**src/rtl/compressor_pkg.sv**
```systemverilog
// Shared types and default tuning values for the stereo hard-knee compressor.
package compressor_pkg;

    localparam int WIDTH_DEFAULT        = 16;
    localparam int THRESH_DEFAULT       = 16384;
    localparam int RATIO_SHIFT_DEFAULT  = 2;
    localparam int MAKEUP_SHIFT_DEFAULT = 1;

    typedef logic signed [WIDTH_DEFAULT-1:0] sample_t;
    typedef logic        [WIDTH_DEFAULT:0]   mag_t;

endpackage

```
**src/rtl/compressor_channel.sv**
```systemverilog
// One channel of the compressor: a two-stage pipeline (magnitude/knee, then gain/re-sign).
// Makeup gain is enabled by defining COMPRESSOR_MAKEUP_EN.
module compressor_channel
    import compressor_pkg::*;
#(
    parameter int WIDTH        = WIDTH_DEFAULT,
    parameter int THRESH       = THRESH_DEFAULT,
    parameter int RATIO_SHIFT  = RATIO_SHIFT_DEFAULT,
    parameter int MAKEUP_SHIFT = MAKEUP_SHIFT_DEFAULT
) (
    input  logic                    clock,
    input  logic                    reset,
    input  logic signed [WIDTH-1:0] sample_in,
    output logic signed [WIDTH-1:0] sample_out
);

    // Gain path is wide enough to hold a full-scale magnitude after makeup.
    localparam int EXT_W = WIDTH + 1 + MAKEUP_SHIFT;

    localparam logic [WIDTH:0]          KNEE    = (WIDTH+1)'(THRESH);
    localparam logic [EXT_W-1:0]        POS_MAG = EXT_W'((64'd1 << (WIDTH-1)) - 64'd1);
    localparam logic [EXT_W-1:0]        NEG_MAG = EXT_W'(64'd1 << (WIDTH-1));
    localparam logic signed [WIDTH-1:0] S_MAX   = {1'b0, {(WIDTH-1){1'b1}}};
    localparam logic signed [WIDTH-1:0] S_MIN   = {1'b1, {(WIDTH-1){1'b0}}};

    logic [WIDTH:0]          extended;
    logic [WIDTH:0]          magnitude;
    logic                    sign_q;
    logic [WIDTH:0]          mag_q;
    logic                    above_q;
    logic [WIDTH:0]          excess;
    logic [WIDTH:0]          cmag;
    logic [EXT_W-1:0]        gained;
    logic signed [WIDTH-1:0] result;

    // One extra bit lets the most negative sample produce its exact magnitude.
    always_comb begin
        extended  = {sample_in[WIDTH-1], sample_in};
        magnitude = sample_in[WIDTH-1] ? -extended : extended;
    end

    always_ff @(posedge clock) begin
        if (!reset) begin
            sign_q  <= 1'b0;
            mag_q   <= '0;
            above_q <= 1'b0;
        end else begin
            sign_q  <= sample_in[WIDTH-1];
            mag_q   <= magnitude;
            above_q <= (magnitude > KNEE);
        end
    end

    always_comb begin
        excess = mag_q - KNEE;
        cmag   = above_q ? (KNEE + (excess >> RATIO_SHIFT)) : mag_q;
`ifdef COMPRESSOR_MAKEUP_EN
        gained = EXT_W'(cmag) << MAKEUP_SHIFT;
`else
        gained = EXT_W'(cmag);
`endif
        // Negative side can reach one step further than the positive side.
        if (sign_q) begin
            result = (gained > NEG_MAG) ? S_MIN : -gained[WIDTH-1:0];
        end else begin
            result = (gained > POS_MAG) ? S_MAX : gained[WIDTH-1:0];
        end
    end

    always_ff @(posedge clock) begin
        if (!reset) begin
            sample_out <= '0;
        end else begin
            sample_out <= result;
        end
    end

endmodule

```
**src/rtl/audio_compressor.sv**
```systemverilog
// Stereo hard-knee compressor: two identical, independent channel pipelines.
// Makeup gain is enabled by defining COMPRESSOR_MAKEUP_EN.
module audio_compressor
    import compressor_pkg::*;
#(
    parameter int WIDTH        = WIDTH_DEFAULT,
    parameter int THRESH       = THRESH_DEFAULT,
    parameter int RATIO_SHIFT  = RATIO_SHIFT_DEFAULT,
    parameter int MAKEUP_SHIFT = MAKEUP_SHIFT_DEFAULT
) (
    input  logic                    clock,
    input  logic                    reset,
    input  logic signed [WIDTH-1:0] inleft,
    input  logic signed [WIDTH-1:0] inright,
    output logic signed [WIDTH-1:0] outleft,
    output logic signed [WIDTH-1:0] outright
);

    compressor_channel #(
        .WIDTH        (WIDTH),
        .THRESH       (THRESH),
        .RATIO_SHIFT  (RATIO_SHIFT),
        .MAKEUP_SHIFT (MAKEUP_SHIFT)
    ) left_channel (
        .clock      (clock),
        .reset      (reset),
        .sample_in  (inleft),
        .sample_out (outleft)
    );

    compressor_channel #(
        .WIDTH        (WIDTH),
        .THRESH       (THRESH),
        .RATIO_SHIFT  (RATIO_SHIFT),
        .MAKEUP_SHIFT (MAKEUP_SHIFT)
    ) right_channel (
        .clock      (clock),
        .reset      (reset),
        .sample_in  (inright),
        .sample_out (outright)
    );

endmodule

```
**config.mk**
```make
export PLATFORM = sky130hd
export DESIGN_NAME = audio_compressor
export DESIGN_NICKNAME = d
export VERILOG_FILES = /design/src/rtl/compressor_pkg.sv /design/src/rtl/compressor_channel.sv /design/src/rtl/audio_compressor.sv
export SDC_FILE = /design/constraint.sdc
export NUM_CORES = 1
export LEC_CHECK = 0
export CAP_MARGIN = 10
export CELL_PAD_IN_SITES_DETAIL_PLACEMENT = 2
export CELL_PAD_IN_SITES_GLOBAL_PLACEMENT = 2
export CORE_ASPECT_RATIO = 0.7
export CORE_MARGIN = 1
export CORE_UTILIZATION = 30
export CTS_BUF_LIST = sky130_fd_sc_hd__clkbuf_8
export DETAILED_ROUTE_END_ITERATION = 7
export PLACE_DENSITY = 0.88
export SLEW_MARGIN = 40
export SYNTH_ARGS = -nofsm -noshare
export SYNTH_HDL_FRONTEND = slang
export SYNTH_SLANG_ARGS = --single-unit
```
**constraint.sdc**
```tcl
create_clock -name clock -period 2.7 [get_ports clock]
set_clock_uncertainty 0.1 [all_clocks]
set_input_delay 0.675 -clock clock [delete_from_list [all_inputs] [get_ports clock]]
set_output_delay 0.675 -clock clock [all_outputs]
set_load 0.05 [all_outputs]
```
==> results of run 1 <==
## sequential cells by signal (all words and copies together) (netlist names)
| name | flops |
|---|---|
| right_channel.sign_q | 1 |
| right_channel.mag_q | 17 |
| left_channel.mag_q | 17 |
| left_channel.sample_out | 16 |
| right_channel.sample_out | 16 |
| left_channel.sign_q | 1 |
| right_channel.above_q | 1 |
| left_channel.above_q | 1 |
## kinds of logic after synthesis
kind of cell | after synthesis
AO/OA/AOI/OAI | 141
XOR/XNOR | 38
adder cells (fa/ha/maj) | 8
buffers and inverters | 55
flip-flops | 70
multiplexers | 38
other | 1
AND/OR/NAND/NOR | 219
## repair_timing
action / in CTS / in global routing
hold buffers: 0 / 0
setup buffers: 0 / 2
pin swaps: 0 / 5
setup endpoints to repair: 2 / 18
resized for setup: 2 / 16
## power groups by stage
stage | sequential, mW | combinational (mW) | clock (mW)
3_5_place_dp | 1.25 | 1.12 | 0
4_1_cts | 1.22 | 1.12 | 0.811
6_report | 1.23 | 1.14 | 0.787
2_1_floorplan | 1.39 | 0.494 | 0
5_1_grt | 1.24 | 1.22 | 0.856
3_3_place_gp | 1.23 | 1.05 | 0
## final timing paths
kind / start / cells past startpoint / to / slack, ns
max: inright[0] / 9 / right_channel.above_q$_SDFF_PN0_ / 0.06
max reg2reg: left_channel.above_q$_SDFF_PN0_ / 7 / left_channel.sample_out[2]$_SDFF_PN0_ / 0.20
min: right_channel.sign_q$_SDFF_PN0_ / 2 / right_channel.sample_out[15]$_SDFF_PN0_ / 0.62
min reg2reg: right_channel.sign_q$_SDFF_PN0_ / 2 / right_channel.sample_out[15]$_SDFF_PN0_ / 0.62
## cell type report
| class | instances | area (um^2) |
|---|---|---|
| clock inverters | 6 | 45.04 |
| flip-flops and latches | 70 | 1404 |
| well taps | 195 | 244.0 |
| repair buffers | 150 | 1308 |
| fillers | 1678 | 8534 |
| clock buffers | 10 | 137.6 |
| multi-input cells | 446 | 3037 |
| inverters | 28 | 105.1 |
## worst min-delay path, stage by stage, from the launching register on
cell and delay [ns]:
dfxtp_1 0.49, nand2_1 0.15, a21oi_1 0.04
## per-layer routing
layer	up-vias	global-route usage, %	wire length, um
li1	2319	-	-
met1	2401	30.90	8380
met2	111	38.06	8654
met3	19	3.333	666
met4	0	6.560	253
met5	-	0	0
## per-stage QoR
step / instances / power, mW / hold slack [ns] / setup slack [ns]
6_report: 905 / 3.156 / 0.6240 / 0.06048
5_1_grt: 905 / 3.315 / 0.6651 / -0.01217
4_1_cts: 903 / 3.159 / 0.6038 / 0.009284
3_5_place_dp: 887 / 2.362 / 0.5999 / -0.4376
3_3_place_gp: 887 / 2.279 / 0.5412 / -0.2854
2_1_floorplan: 571 / 1.889 / 0.4061 / 0.01020
## synthesized netlist by cell type (all sizes together) (3+ instances only)
master | n | share of area (%)
or3 | 5 | 0.68
o2bb2ai | 8 | 1.5
mux2i | 33 | 7.4
nor2b | 8 | 1.1
nand2 | 51 | 4.2
nand4 | 6 | 0.82
nor3b | 6 | 1.1
nand4b | 3 | 0.57
a31o | 4 | 0.96
nor2 | 60 | 4.9
ha | 8 | 2.2
nand2b | 6 | 0.82
and2 | 5 | 0.68
clkbuf | 13 | 1.1
a21boi | 3 | 0.57
nor4 | 10 | 1.5
a211oi | 3 | 0.49
xnor2 | 15 | 2.9
a21o | 11 | 1.8
buf | 14 | 1.5
o21ai | 28 | 3.1
or4 | 4 | 0.66
nand3 | 16 | 1.9
mux2 | 5 | 1.2
a31oi | 6 | 0.82
o211ai | 7 | 1.3
nor3 | 26 | 3.8
xor2 | 23 | 4.4
o31ai | 6 | 0.98
inv | 28 | 2.3
or2 | 5 | 0.68
a21oi | 35 | 4.2
dfxtp | 70 | 31
o21bai | 3 | 0.49
o311ai | 3 | 0.57
o21a | 4 | 0.66
## cells in the final DEF (no fill, tap or decap), types with 10 or more instances in the layout
| master | instances |
|---|---|
| clkbuf_8 | 10 |
| nor3_1 | 19 |
| nand3_1 | 14 |
| inv_1 | 27 |
| dfxtp_1 | 68 |
| buf_4 | 83 |
| a21oi_1 | 33 |
| a21o_1 | 11 |
| mux2i_1 | 27 |
| clkdlybuf4s50_1 | 64 |
| xnor2_1 | 15 |
| nand2_1 | 50 |
| xor2_1 | 22 |
| o21ai_0 | 24 |
| nor2_1 | 60 |
==> impl_results.md, run 1 <==
* XOR/XNOR Fraction of Synth Area at 7.276%
* Peak fanout along the critical path at 3
* Count of different cell masters after synthesis at 75
* Highest achievable clock rate at 0.3789 GHz
* Layout net count at 747
* Global Route Usage Sum at 23.04%
* Post-detailed-route DRC marker count at 0
* Initial antenna violation count at 0
* Peak VDD IR at 184.1 uV
* Number of DRC markers in iteration 0 at 265
* Critical path endpoint category: flip-flop
* Synth Area per Inst at 8.025 um^2
* Placeable core region at 0.01481 mm^2
* Slew at the pin with the worst max-slew slack at 0.6203 ns
* Category of the most critical setup path: input port to flip-flop
* Multiplexer share of the synthesized area at 8.616%
* HPWL reported at the end of detailed placement at 14.15 mm
* Critical path cell sequence: clkdlybuf4s50_1 > inv_1 > ha_1 > buf_4 > a21boi_0 > xnor2_1 > nand4_1 > or4_1 > a21o_1
* Clock-pin transition on the worst setup and hold timing paths at 0.08 ns
* Layout Utilization at 42.39%
* Portion of total power attributed to combinational logic at 36.2%
* Synth Area in Compound Gates at 21.33%
* Unrepaired setup endpoints after global routing: yes
* Class of the tightest hold or removal check: flip-flop to flip-flop
* Number of clock sinks at 70
* Total number of vias at 4850
* Max stage delay on crit path at 0.49 ns
* Number of global-route vias before repair at 5239
* Run status: complete, no violations
* First-pass iteration count of the detailed router at 4
* Die Ht at 105.3 um
* Area grow syn2layout at 37.28%
* Sequential area share after synthesis at 30.63%
* Number of buffer and inverter instances along the worst setup path at 3
* Share of synthesized cell area in and, or, nand and nor gates at 25.00%
* P_sw at 1.206 mW
* Main combinational cell family by area after synthesis: simple AND/OR/NAND/NOR gates
* Int Power at 1.950 mW
* Post-Syn Area at 0.004574 mm^2
* Ratio of routed vias to standard cells at 5.359
* Register bit count reported by yosys at 70
* TritonCTS clock tree: done
* Rel. slew slack at 58.37%
* Cells after Synth at 570
* Initial core utilization at 30.88%
* Max-capacitance violation count at 0
* Crit share post-route at 97.76%
* CP Launch Type: input port
* Final GP Congestion at 0.8570
* Buffer depth of the longest clock path at 2
* CP max-delay cell: clkdlybuf4s50_1
* Total Die Area at 0.01575 mm^2
* Number of failing setup endpoints in the final timing report at 0
* Power per unit of standard cell area at 502.6 mW/mm^2
* Global-route wire length before repair at 28.26 mm
* Relative contribution of sequential cells to total power at 38.8%
* Ratio of cells with drive above 1 in the final layout at 20.85%
* Clock buffers created by TritonCTS at 9
* Placed cell areas at 0.006001 mm^2
* Count of flip-flops with a built-in enable after synthesis at 0
* Tmin final at 2.640 ns
* Horizontal die dimension at 149.6 um
* Number of nets with antenna violations after detailed routing at 0
* Fin Setup TNS at 0 ns
* Category of cells accounting for the largest share of critical-path delay: buffers and inverters
* Total gr overflow at 0
* Post-synthesis async set-or-reset flop share at 0%
* Leakage Power at 2.546 nW
* Post-Route WL at 17.96 mm
* Row cnt at 37
* Final design instance area without fill at 0.006280 mm^2
* Latest clock arrival within the worst-skew pair at 0.37 ns
* Switch share at 38.22%
* Total number of yosys warnings at 0
* Average wire length per cell after detail routing at 19.84 um
* H-tree level count at 3
* Largest net degree at the start of global routing at 32
* Synth Flop Type: dfxtp_1
* Part of the total power dissipated in the clock network at 24.9%
* Count of final hold-check violations at 0
* Total count of max-transition violations in the final report at 0
* Clk Tree Root Cell: clkbuf_8
* Critical Path AT at 2.80 ns
* PortBufs at 65
* Number of antenna repair diodes at 0
* Fraction of the mapped netlist area in adder cells at 2.188%
* Data required time at the worst endpoint at 2.87 ns
* Number of I/O pins at 66
Note: power is estimated with default switching activity, not from simulation.
==> run 2, diff against run 1 <==
Settings changed: CTS_CLUSTER_SIZE set to 16, GPL_ROUTABILITY_DRIVEN set to 0, SYNTH_HIERARCHICAL set to 1.
==> run 2 against run 1 <==
The flow now finishes with violations (design-rule violations, negative setup slack). Total power increased by 5.4%. Final cell count increased by 0.33%. Core utilization down 1.7 points. Routed wire length is 9.8% higher. First-iteration DRC count grew 18%. Clock power up 16%. Sequential share of layout area shrank 0.095 points. Register-to-register slack worse by 0.10 ns. Via count up 4.8%. Final area rose by 0.34%. Synthesized cell count grew 3.5%. Highest routed layer unchanged.
==> impl_results.md, run 2 <==
* Number of global-route vias before repair at 5403
* Highest achievable clock rate at 0.3691 GHz
* Sequential area share after synthesis at 29.50%
* Category of the most critical setup path: input port to flip-flop
* Post-detailed-route DRC marker count at 2
* Switch share at 38.69%
* Part of the total power dissipated in the clock network at 27.4%
* Number of I/O pins at 66
* Most Crowded Layer GR: met2
* Initial antenna violation count at 1
* Count of different cell masters after synthesis at 62
* Clock-pin transition on the worst setup and hold timing paths at 0.09 ns
* Power per unit of standard cell area at 527.8 mW/mm^2
* Fraction of synthesized cell area taken by the top area cell type at 29.50%
* Layout net count at 744
* Leakage Power at 2.505 nW
* Most area-consuming cells after synthesis: dfxtp_1 30%, nor2_1 5.5%, xor2_1 5.5%
* Int Power at 2.039 mW
* Cells after Synth at 590
* Synth Flop Type: dfxtp_1
* TritonCTS clock tree: done
* Quantity of hold-fixing buffers added after cts at 0
* Run status: finished with violations
* Number of failing setup endpoints in the final timing report at 1
* Critical path endpoint category: flip-flop
* Met1 global-route usage at 29.66%
* Portion of total power attributed to combinational logic at 35.5%
* Total number of yosys warnings at 6
* Final design instance area without fill at 0.006301 mm^2
* Clock buffers created by TritonCTS at 9
* PortBufs at 65
* Filler Cells Inserted at 1756
* Tmin final at 2.710 ns
* Placeable core region at 0.01550 mm^2
* Ratio of routed vias to standard cells at 5.597
* Total number of vias at 5082
* Latest clock arrival within the worst-skew pair at 0.38 ns
* Data required time at the worst endpoint at 2.86 ns
* Rel. slew slack at 53.65%
* Number of DRC markers in iteration 0 at 312
* Row cnt at 38
* Syn nets at 632
* Post-Syn Area at 0.004750 mm^2
* Commonest cells post-synth: 70 x dfxtp_1, 70 x nor2_1, 62 x nand2_1
* Buffer depth of the longest clock path at 2
* Relative contribution of sequential cells to total power at 37.1%
* Number of nets with antenna violations after detailed routing at 0
* Most area-hungry cell type in the Yosys netlist: dfxtp_1
* Met2 global-route usage at 39.83%
* Slew at the pin with the worst max-slew slack at 0.6880 ns
* Average wire length per cell after detail routing at 21.71 um
* Biggest registers after layout: left_channel/mag_q (17), right_channel/mag_q (17)
* Peak VDD IR at 194.4 uV
* Number of clock sinks at 70
* P_sw at 1.287 mW
* HPWL reported at the end of detailed placement at 14.20 mm
* Crit share post-route at 100.4%
* Critical Path AT at 2.87 ns
* Post-synthesis async set-or-reset flop share at 0%
* Placed cell areas at 0.005926 mm^2
* Number of standard cells in the layout, taps in and fillers out at 908
* Register bit count reported by yosys at 70
* Placed Instances at 884
* Fin Setup TNS at -0.009644 ns
* Count of final hold-check violations at 0
* Max-capacitance violation count at 0
* Most frequent cells in the layout: 70 x nor2_1, 69 x dfxtp_1, 66 x buf_4
* Largest net degree at the start of global routing at 35
* Total count of max-transition violations in the final report at 0
* Class of the tightest hold or removal check: flip-flop to flip-flop
* Horizontal die dimension at 152.4 um
* Peak fanout along the critical path at 5
* Area grow syn2layout at 32.67%
* Global Route Usage Sum at 23.39%
* Ratio of cells with drive above 1 in the final layout at 18.25%
* Violations in the final reports: design-rule violations, negative setup slack
* Least setup slack across all paths after layout at -0.009644 ns
* H-tree level count at 3
* Total Die Area at 0.01635 mm^2
* First-pass iteration count of the detailed router at 7
* Post-Route WL at 19.71 mm
* Global-route wire length before repair at 29.64 mm
* Initial core utilization at 30.64%
* Count of flip-flops with a built-in enable after synthesis at 0
* Clk Tree Root Cell: clkbuf_8
* Synth Area per Inst at 8.050 um^2
* Die Ht at 107.3 um
* Met3 track demand over resource in global routing at 4.469%
* Total gr overflow at 0
* Leading cell type in the layout, fill and taps excluded: nor2_1
* CP Launch Type: input port
run 2: cell types whose count changed in the layout (fill, tap and decap cells not counted), moves of 9 or more:
cell | before | now
o21ai_0 | 24 | 34
nor2_1 | 60 | 70
buf_4 | 83 | 66
a22o_1 | 0 | 14
o31ai_1 | 6 | 16
nor4_1 | 7 | 16
a21oi_1 | 33 | 22
nand2_1 | 50 | 62
run 2: worst max-delay path: stages:
cell and delay (ns):
clkdlybuf4s50_1 0.50, inv_1 0.10, ha_4 0.19, nor4b_4 0.15, buf_4 0.16, or4_4 0.48, a311oi_2 0.22, nand4_1 0.17
a21o_1 0.22
run 2: power groups by stage:
stage          clock network (mW)  logic, mW  registers, mW
6_report                    0.913       1.18           1.23
5_1_grt                     0.990       1.25           1.24
4_1_cts                     0.940       1.12           1.23
3_5_place_dp                    0       1.10           1.25
3_3_place_gp                    0       1.04           1.24
2_1_floorplan                   0      0.535           1.39
run 2: layer usage:
metal / wire length (um) / vias to the layer above
met4: 329 / 0
met5: 0 / -
met2: 9767 / 130
li1: - / 2356
met3: 819 / 30
met1: 8796 / 2566
run 2: final timing paths:
| check | start | end | slack [ns] | depth (start not counted) |
|---|---|---|---|---|
| setup / recovery | inright[0] | right_channel/above_q$_SDFF_PN0_ | -0.01 | 9 |
| hold / removal | left_channel/mag_q[13]$_SDFF_PN0_ | left_channel/sample_out[11]$_SDFF_PN0_ | 0.63 | 2 |
| setup reg to reg | left_channel/above_q$_SDFF_PN0_ | left_channel/sample_out[11]$_SDFF_PN0_ | 0.10 | 8 |
| hold reg to reg | left_channel/mag_q[13]$_SDFF_PN0_ | left_channel/sample_out[11]$_SDFF_PN0_ | 0.63 | 2 |
run 2: cells by family (layout without fill, tap and decap cells):
| logic type | after synthesis | in the layout | share of synthesized area (%) |
|---|---|---|---|
| flip-flops | 70 | 70 | 29.50 |
| multiplexers | 32 | 32 | 7.060 |
| AND/OR/NAND/NOR | 248 | 248 | 28.13 |
| AO/OA/AOI/OAI | 134 | 134 | 19.71 |
| buffers and inverters | 54 | 171 | 5.585 |
| adder cells (fa/ha/maj) | 8 | 8 | 2.108 |
| XOR/XNOR | 42 | 42 | 7.745 |
| other | 2 | 3 | 0.1581 |
run 2: what timing repair did:
| action | 4_1_cts | 5_1_grt |
|---|---|---|
| pin swaps | 0 | 3 |
| hold endpoints to repair | 0 | 0 |
| setup endpoints to repair | 7 | 23 |
| buffers inserted | 1 | 6 |
| resized for setup | 4 | 20 |
run 2: final cells by class:
type                       count  area (um^2)  share of cell area [%]
tap                          200        250.2                   3.971
timing repair buffer         133         1174                   18.63
sequential                    70         1403                   22.26
clock buffer                  10        137.6                   2.184
antenna                        1        2.502                 0.03971
multi-input combinational    466         3183                   50.52
clock inverter                 6        68.82                   1.092
inverter                      22        82.58                   1.311
run 2: stage by stage:
step | util, % | total power, mW | setup WS [ns] | hold WS [ns]
2_1_floorplan | - | 1.929 | 0.3707 | 0.4169
3_3_place_gp | 38.23 | 2.278 | -0.2233 | 0.5702
3_5_place_dp | 38.23 | 2.352 | -0.4168 | 0.6043
4_1_cts | 39.69 | 3.290 | 0.01001 | 0.6244
5_1_grt | 40.65 | 3.488 | -0.05197 | 0.6508
6_report | 40.65 | 3.326 | -0.009644 | 0.6300
==> run 3, diff against run 2 <==
Settings changed: CORE_UTILIZATION 30 to 35, DONT_BUFFER_PORTS set to 1.
==> run 3 against run 2 <==
Via count shrank 12%. Core utilization shrank 1.4 points. Fmax grew 3.8%. Sequential share of layout area grew 4.8 points. Critical endpoint is now right_channel/sample_out[2]$_SDFF_PN0_. Non-clock buffer count shrank 114. First-iteration DRC count shrank 29%. Final cell count shrank 14%. Final area shrank 18%. The run now ends clean.
==> impl_results.md, run 3 (same netlist as run 2, synthesis figures left out) <==
* Run status: complete, no violations
* Total count of max-transition violations in the final report at 0
* Biggest registers after layout: left_channel/mag_q (17), right_channel/mag_q (17)
* Unrepaired setup endpoints after global routing: yes
* PortBufs at 0
* Worst Hold Slack at 0.3060 ns
* Part of the total power dissipated in the clock network at 27.3%
* Total number of vias at 4489
* TritonCTS clock tree: done
* Total Die Area at 0.01405 mm^2
* Number of failing setup endpoints in the final timing report at 0
* Relative contribution of sequential cells to total power at 48.9%
* Ratio of cells with drive above 1 in the final layout at 12.31%
* Number of standard cells in the layout, taps in and fillers out at 778
* Number of DRC markers in iteration 0 at 220
* CP Launch Type: flip-flop
* Category of the most critical setup path: flip-flop to flip-flop
* Post-Route WL at 16.85 mm
* Most frequent cells in the layout: 70 x dfxtp_1, 69 x nor2_1, 62 x nand2_1
* Portion of total power attributed to combinational logic at 23.8%
* Largest net degree at the start of global routing at 36
* Crit share post-route at 96.68%
* Count of final hold-check violations at 0
* Post-detailed-route DRC marker count at 0
* Total gr overflow at 0
* Average wire length per cell after detail routing at 21.66 um
* Number of antenna repair diodes at 0
* Row cnt at 35
* Global-route wire length before repair at 26.55 mm
* Int Power at 1.750 mW
* Peak VDD IR at 207.5 uV
* Area grow syn2layout at 9.036%
* Clock-pin transition on the worst setup and hold timing paths at 0.10 ns
* Highest achievable clock rate at 0.3831 GHz
* Critical Path AT at 2.77 ns
* Initial antenna violation count at 0
* Total power consumption of the routed design at 2.929 mW
* Switch share at 40.23%
* Leakage Power at 1.976 nW
* P_sw at 1.178 mW
* Launching point of the worst reg2reg path: right_channel/above_q$_SDFF_PN0_
* Peak fanout along the critical path at 6
* Number of nets with antenna violations after detailed routing at 0
* Rel. slew slack at 55.45%
* Initial core utilization at 36.03%
* Critical path endpoint category: flip-flop
* Clk Tree Root Cell: clkbuf_8
* Max-capacitance violation count at 0
* Global Route Usage Sum at 24.25%
* Leading cell type in the layout, fill and taps excluded: dfxtp_1
* First-pass iteration count of the detailed router at 4
* Slew at the pin with the worst max-slew slack at 0.6613 ns
* Horizontal die dimension at 141.2 um
* Data required time at the worst endpoint at 2.86 ns
* Placed Instances at 760
* Ratio of routed vias to standard cells at 5.770
* Final design instance area without fill at 0.005179 mm^2
* Worst Setup SP: right_channel/above_q$_SDFF_PN0_
* Placeable core region at 0.01318 mm^2
* Number of global-route vias before repair at 4742
* Number of I/O pins at 66
* H-tree level count at 3
* Die Ht at 99.47 um
* Layout net count at 630
* Layout Utilization at 39.29%
* Placed cell areas at 0.004938 mm^2
* Class of the tightest hold or removal check: input port to flip-flop
* Clock buffers created by TritonCTS at 9
* Source of the worst hold timing path: inleft[14]
* Number of clock sinks at 70
* Latest clock arrival within the worst-skew pair at 0.37 ns
* Tmin final at 2.610 ns
* Buffer depth of the longest clock path at 2
* Power per unit of standard cell area at 565.6 mW/mm^2
* HPWL reported at the end of detailed placement at 12.31 mm
[run 3: changes by cell type in the layout (fill, tap and decap cells not counted), sizes merged]
cell / change
clkinvlp: +1
clkdlybuf4s50: -63
diode: -1
dlymetal6s2s: -2
bufinv: -1
clkbuf: -1
buf: -49
inv: +1
[run 3: routing by layer]
layer  share of wire [%]  up-vias  wire length [um]  track usage [%]
met5                   0        -                 0                0
met4                 1.6        0               265            7.023
met3                 5.3       20               888            5.104
met2                  45      112              7539            38.16
met1                  48     2232              8160            33.35
li1                    -     2125                 -                -
[run 3: critical path, stage by stage (launching register included)]
cell      delay (ns)
dfxtp_1         0.50
mux2_2          0.43
inv_1           0.08
ha_1            0.22
nand2_1         0.08
nor3_2          0.34
a21o_2          0.26
o21ai_0         0.15
a221oi_1        0.34
[run 3: per-stage QoR]
step | TNS (ns) | setup WS [ns]
2_1_floorplan | 0 | 0.3707
3_3_place_gp | 0 | 0.1206
3_5_place_dp | 0 | 0.04713
4_1_cts | 0 | 0.01427
5_1_grt | -0.03043 | -0.02813
6_report | 0 | 0.08953
[run 3: path summary, 6_finish.rpt]
check / to / slack, ns / cells after the start
worst min register to register: right_channel/sample_out[11]$_SDFF_PN0_ / 0.66 / 2
worst min-delay path: left_channel/mag_q[15]$_SDFF_PN0_ / 0.31 / 1
worst max-delay path: right_channel/sample_out[2]$_SDFF_PN0_ / 0.09 / 8
worst max register to register: right_channel/sample_out[2]$_SDFF_PN0_ / 0.09 / 8
[run 3: repair_timing]
| item | in CTS | in global routing |
|---|---|---|
| pin swaps | 0 | 1 |
| setup endpoints to repair | 1 | 16 |
| gates resized for setup | 1 | 8 |
| hold buffers | 0 | 0 |
| setup buffers | 0 | 2 |
[run 3: power groups by stage]
stage / Sequential [mW] / Clock, mW / Combinational [mW]
3_3_place_gp: 1.44 / 0 / 0.613
6_report: 1.43 / 0.799 / 0.698
2_1_floorplan: 1.39 / 0 / 0.535
4_1_cts: 1.43 / 0.824 / 0.677
5_1_grt: 1.44 / 0.857 / 0.766
3_5_place_dp: 1.45 / 0 / 0.660
[run 3: layout make-up]
type | count | area [um^2]
Clock buffer | 9 | 123.9
Clock inverter | 7 | 50.05
Fill cell | 1501 | 8003
Inverter | 22 | 82.58
Multi-Input combinational cell | 466 | 3131
Sequential cell | 70 | 1401
Tap cell | 185 | 231.5
Timing Repair Buffer | 19 | 158.9
